--- src/rtl/delta_encoder.sv ---
// Stream difference encoder: Diff = Data - previous sample, with an output FIFO for backpressure.
// Optional saturating mode with per-entry Ovf flag when DELTA_ENC_SAT_EN is defined.
module delta_encoder #(
    parameter int WIDTH = 4,
    parameter int DEPTH = 2
) (
    input  logic             Clock,
    input  logic             Reset,
    input  logic             InValid,
    output logic             InReady,
    input  logic [WIDTH-1:0] Data,
    input  logic             Start,
    output logic             OutValid,
    input  logic             OutReady,
    output logic [WIDTH-1:0] Diff,
    output logic             OutFirst
`ifdef DELTA_ENC_SAT_EN
    ,
    output logic             Ovf
`endif
);
    localparam int PW = $clog2(DEPTH);
    localparam int CW = PW + 1;

    typedef enum logic {IDLE, RUN} state_e;

    state_e           state_q, state_d;
    logic [WIDTH-1:0] ref_q, ref_d;
    logic [CW-1:0]    count_q, count_d;
    logic [PW-1:0]    wr_ptr_q, wr_ptr_d;
    logic [PW-1:0]    rd_ptr_q, rd_ptr_d;
    logic [WIDTH-1:0] diff_mem_q [DEPTH];
    logic [WIDTH-1:0] diff_mem_d [DEPTH];
    logic             first_mem_q [DEPTH];
    logic             first_mem_d [DEPTH];

    logic             push, pop;
    logic [WIDTH-1:0] enc_diff;
    logic             enc_first;

`ifdef DELTA_ENC_SAT_EN
    localparam logic signed [WIDTH:0] D_MAX = {2'b00, {(WIDTH-1){1'b1}}};
    localparam logic signed [WIDTH:0] D_MIN = {2'b11, {(WIDTH-1){1'b0}}};

    logic             ovf_mem_q [DEPTH];
    logic             ovf_mem_d [DEPTH];
    logic             enc_ovf;
    logic signed [WIDTH:0] d_full;
    logic signed [WIDTH:0] d_clamp;
`endif

    assign InReady  = (count_q != CW'(DEPTH));
    assign OutValid = (count_q != '0);
    assign Diff     = diff_mem_q[rd_ptr_q];
    assign OutFirst = first_mem_q[rd_ptr_q];
`ifdef DELTA_ENC_SAT_EN
    assign Ovf      = ovf_mem_q[rd_ptr_q];
`endif

    assign push = InValid && InReady;
    assign pop  = OutValid && OutReady;

    always_comb begin
        enc_first = (state_q == IDLE) || Start;
        enc_diff  = Data;
        ref_d     = ref_q;
        state_d   = state_q;
`ifdef DELTA_ENC_SAT_EN
        enc_ovf = 1'b0;
        d_full  = $signed({1'b0, Data}) - $signed({1'b0, ref_q});
        d_clamp = d_full;
`endif
        if (push) begin
            state_d = RUN;
            if (enc_first) begin
                enc_diff = Data;
                ref_d    = Data;
            end else begin
`ifdef DELTA_ENC_SAT_EN
                if (d_full > D_MAX) begin
                    d_clamp = D_MAX;
                    enc_ovf = 1'b1;
                end else if (d_full < D_MIN) begin
                    d_clamp = D_MIN;
                    enc_ovf = 1'b1;
                end
                enc_diff = d_clamp[WIDTH-1:0];
                // Closed loop: ref follows what the downstream accumulator will hold.
                ref_d    = ref_q + d_clamp[WIDTH-1:0];
`else
                enc_diff = Data - ref_q;
                ref_d    = Data;
`endif
            end
        end
    end

    always_comb begin
        diff_mem_d  = diff_mem_q;
        first_mem_d = first_mem_q;
`ifdef DELTA_ENC_SAT_EN
        ovf_mem_d   = ovf_mem_q;
`endif
        wr_ptr_d    = wr_ptr_q;
        rd_ptr_d    = rd_ptr_q;
        count_d     = count_q;
        if (push) begin
            diff_mem_d[wr_ptr_q]  = enc_diff;
            first_mem_d[wr_ptr_q] = enc_first;
`ifdef DELTA_ENC_SAT_EN
            ovf_mem_d[wr_ptr_q]   = enc_ovf;
`endif
            wr_ptr_d = wr_ptr_q + PW'(1);
        end
        if (pop) begin
            rd_ptr_d = rd_ptr_q + PW'(1);
        end
        if (push && !pop) begin
            count_d = count_q + CW'(1);
        end else if (pop && !push) begin
            count_d = count_q - CW'(1);
        end
    end

    always_ff @(posedge Clock or posedge Reset) begin
        if (Reset) begin
            state_q  <= IDLE;
            ref_q    <= '0;
            count_q  <= '0;
            wr_ptr_q <= '0;
            rd_ptr_q <= '0;
            for (int unsigned i = 0; i < DEPTH; i++) begin
                diff_mem_q[i]  <= '0;
                first_mem_q[i] <= 1'b0;
`ifdef DELTA_ENC_SAT_EN
                ovf_mem_q[i]   <= 1'b0;
`endif
            end
        end else begin
            state_q     <= state_d;
            ref_q       <= ref_d;
            count_q     <= count_d;
            wr_ptr_q    <= wr_ptr_d;
            rd_ptr_q    <= rd_ptr_d;
            diff_mem_q  <= diff_mem_d;
            first_mem_q <= first_mem_d;
`ifdef DELTA_ENC_SAT_EN
            ovf_mem_q   <= ovf_mem_d;
`endif
        end
    end

endmodule
--- config.mk ---
export PLATFORM = sky130hd
export DESIGN_NAME = delta_encoder
export DESIGN_NICKNAME = d
export VERILOG_FILES = /design/src/rtl/delta_encoder.sv
export SDC_FILE = /design/constraint.sdc
export NUM_CORES = 1
export LEC_CHECK = 0
export ABC_CLOCK_PERIOD_IN_PS = 1800
export BUFFER_PORTS_ARGS = -buffer_cell sky130_fd_sc_hd__buf_2
export CORE_ASPECT_RATIO = 1.1
export CORE_MARGIN = 8
export CORE_UTILIZATION = 30
export DETAILED_ROUTE_END_ITERATION = 12
export HOLD_SLACK_MARGIN = 0.08
export SYNTH_ARGS = -nofsm -noshare
export SYNTH_HDL_FRONTEND = slang
export SYNTH_SLANG_ARGS = --single-unit
--- constraint.sdc ---
create_clock -name Clock -period 1.8 [get_ports Clock]
set_clock_uncertainty 0.05 [all_clocks]
set_input_delay 0.36 -clock Clock [delete_from_list [all_inputs] [get_ports Clock]]
set_output_delay 0.36 -clock Clock [all_outputs]
set_load 0.1 [all_outputs]
==> run summary <==
die area = 5270 µm²
total negative slack = 0 ns
n_diodes = 0
GP Congestion = 0.704
DR pass1 iterations = 4
Tightest Pin Transition = 0.367 ns
post-synthesis sequential area ratio = 49.5%
Layout Utilization = 41.6%
initial antenna violation count = 0
critical path's slowest cell = dfrtp_1
CTS tree = yes
Async SR Flop Fraction = 100%
R2R setup slack = 0.05 ns
Period minus WS final = 1.75 ns
Crit Path Class = reg -> reg
Slew Limit Fails = 0
post-synthesis cell type count = 27
post-synth top area cell = dfrtp_1
YS warnings = 0
first-pass GRT wire length = 3.15 mm
Syn-to-layout area delta = 31.9%
critical path fanouts, max = 3
height of the die = 75.4 µm
dpl cell area = 1180 µm²
final instance area = 1270 µm²
Yosys top cell area share = 49.5%
final hold vios = 0
Worst-Skew Late Latency = 0.30 ns
initial DRC count = 7
top post-synthesis cells by area = dfrtp_1 49%, mux2_2 11%, ha_1 5.2%
Routed WL = 1.80 mm
largest net degree at the start of global routing = 20
Mapped Cells = 86
relative slew slack = 75.5%
drt drc = 0
Vias/cell = 4.65
GRT overflow = 0
I/O pins = 16
CP Launch Type = flop
CP endpoint kind = flop
synthesized net count = 100
Initial Util = 31.5%
Max stage delay on crit path = 0.38 ns
share of post-route cells with drive strength above 1 = 42.7%
root buf cell = clkbuf_4
# nets final = 125
critical path, cell by cell = inv_2, ha_4, a21o_2, or3_1, a21oi_2, xnor2_2, a21oi_1
Hold WC Path Type = in -> reg
Detailed Place HPWL = 1.41 mm
CTS sink cnt = 19
Num CTS Buffers = 3
MaxCap Viol Count = 0
clock-pin slew on the worst setup and hold paths = 0.11 ns
final setup fails = 0
Port Buffers = 15
outcome = finished clean
post-route ant nets = 0
ys flop type = dfrtp_1
area of the mapped netlist = 961 µm²
H-tree Lvls = 1
fmax = 572 MHz
final period utilization = 97.1%
synthesized flop and latch total = 19
syn avg cell area = 11.2 µm²
WP data arrival = 1.89 ns
Die Wd = 70.0 µm
routed wire length per instance = 12.5 µm
DR vias = 669
setup repair after global routing missed its margin = yes
Core Region = 3050 µm²
CTS max path bufs = 2
row count = 21
Tot GR Track Use = 7.47%
number of global-route vias before repair = 683
Worst Path Required = 1.95 ns
EDFF count, synth = 0
[repair_timing]
| action | in CTS | in global routing |
|---|---|---|
| gates resized for setup | 2 | 7 |
| pin swaps | 0 | 5 |
| hold buffers | 1 | 0 |
| hold endpoints to repair | 19 | 0 |
| buffers inserted | 0 | 1 |
| setup endpoints to repair | 7 | 4 |
[metal layers]
layer | vias up | GRT usage, % | wire length [µm]
li1 | 332 | - | -
met2 | 13 | 11.9 | 889
met1 | 319 | 8.61 | 769
met3 | 5 | 2.73 | 94
met4 | 0 | 4.24 | 46
met5 | - | 0 | 0
[cells in the mapped netlist, drive strengths merged (2+ instances only)]
cell type,count
a21oi,4
dfrtp,19
ha,4
inv,6
mux2,10
nand2,11
nand2b,2
nor2,5
o21ai,9
xnor2,5
xor2,2
[layout by cell type (no fill, tap or decap), types with 2 or more instances in the layout]
| cell type | Yosys | routed |
|---|---|---|
| buf_2 | 0 | 8 |
| nor2_1 | 4 | 4 |
| buf_12 | 0 | 5 |
| buf_4 | 0 | 6 |
| mux2_2 | 9 | 9 |
| nand2_1 | 9 | 9 |
| xor2_1 | 2 | 2 |
| inv_2 | 1 | 3 |
| ha_4 | 0 | 2 |
| xnor2_1 | 5 | 4 |
| clkbuf_4 | 0 | 4 |
| o21ai_0 | 8 | 8 |
| inv_1 | 5 | 3 |
| nand2_2 | 2 | 2 |
| ha_1 | 4 | 2 |
| a21oi_1 | 3 | 3 |
| dfrtp_1 | 19 | 18 |
[critical path: cells and delay by family, from the launching register on]
kind	cells	cell delay [ns]
AOI/OAI and AO/OA	3	0.45
xor gates and xnor gates	1	0.14
adders and majority gates	1	0.20
buffers and inverters	1	0.07
DFF	1	0.38
and+or+nand+nor	1	0.35
[worst paths after layout]
path                          start             to  cells past startpoint
hold reg to reg             state_q        state_q                      1
setup reg to reg           ref_q[2]  diff_mem_q[7]                      7
max in group asynchronous     Reset       rd_ptr_q                      4
hold / removal              Data[3]       ref_q[3]                      2
min in group asynchronous     Reset       ref_q[1]                      4
setup / recovery           ref_q[2]  diff_mem_q[7]                      7
[flip-flops by register name (all words and copies together) (netlist names)]
| signal | cells |
|---|---|
| rd_ptr_q | 1 |
| diff_mem_q | 8 |
| wr_ptr_q | 1 |
| state_q | 1 |
| ref_q | 4 |
| first_mem_q | 2 |
| count_q | 2 |
[kinds of logic (layout without fill, tap and decap cells)]
family                   count (synthesis)  after routing  share of synthesized area, %
AND/OR/NAND/NOR                         23             23                          13.3
XOR/XNOR                                 7              7                          6.38
flip-flops                              19             19                          49.5
AO/OA/AOI/OAI                           14             14                          8.07
buffers and inverters                    7             31                          2.73
adder cells (fa/ha/maj)                  5              5                          7.29
multiplexers                            11             11                          12.8
[layout make-up]
class | instances | area [µm²]
Sequential cell | 19 | 477
Inverter | 6 | 22.5
Fill cell | 300 | 1780
Timing Repair Buffer | 21 | 203
Tap cell | 34 | 42.5
Multi-Input combinational cell | 60 | 497
Clock buffer | 4 | 26.3
[per-stage QoR]
| stage | setup WS, ns | instances | hold slack (ns) |
|---|---|---|---|
| finish | 0.0529 | 144 | 0.284 |
| global route | -0.0383 | 144 | 0.296 |
| CTS | 0.00299 | 143 | 0.257 |
| detailed placement | -0.128 | 138 | 0.347 |
| global placement | -0.0904 | 138 | 0.338 |
| floorplan | 0.00902 | 86 | 0.261 |
Power is not shown: default switching activity piles up to over one toggle a cycle in this logic, so the estimate is an artifact.
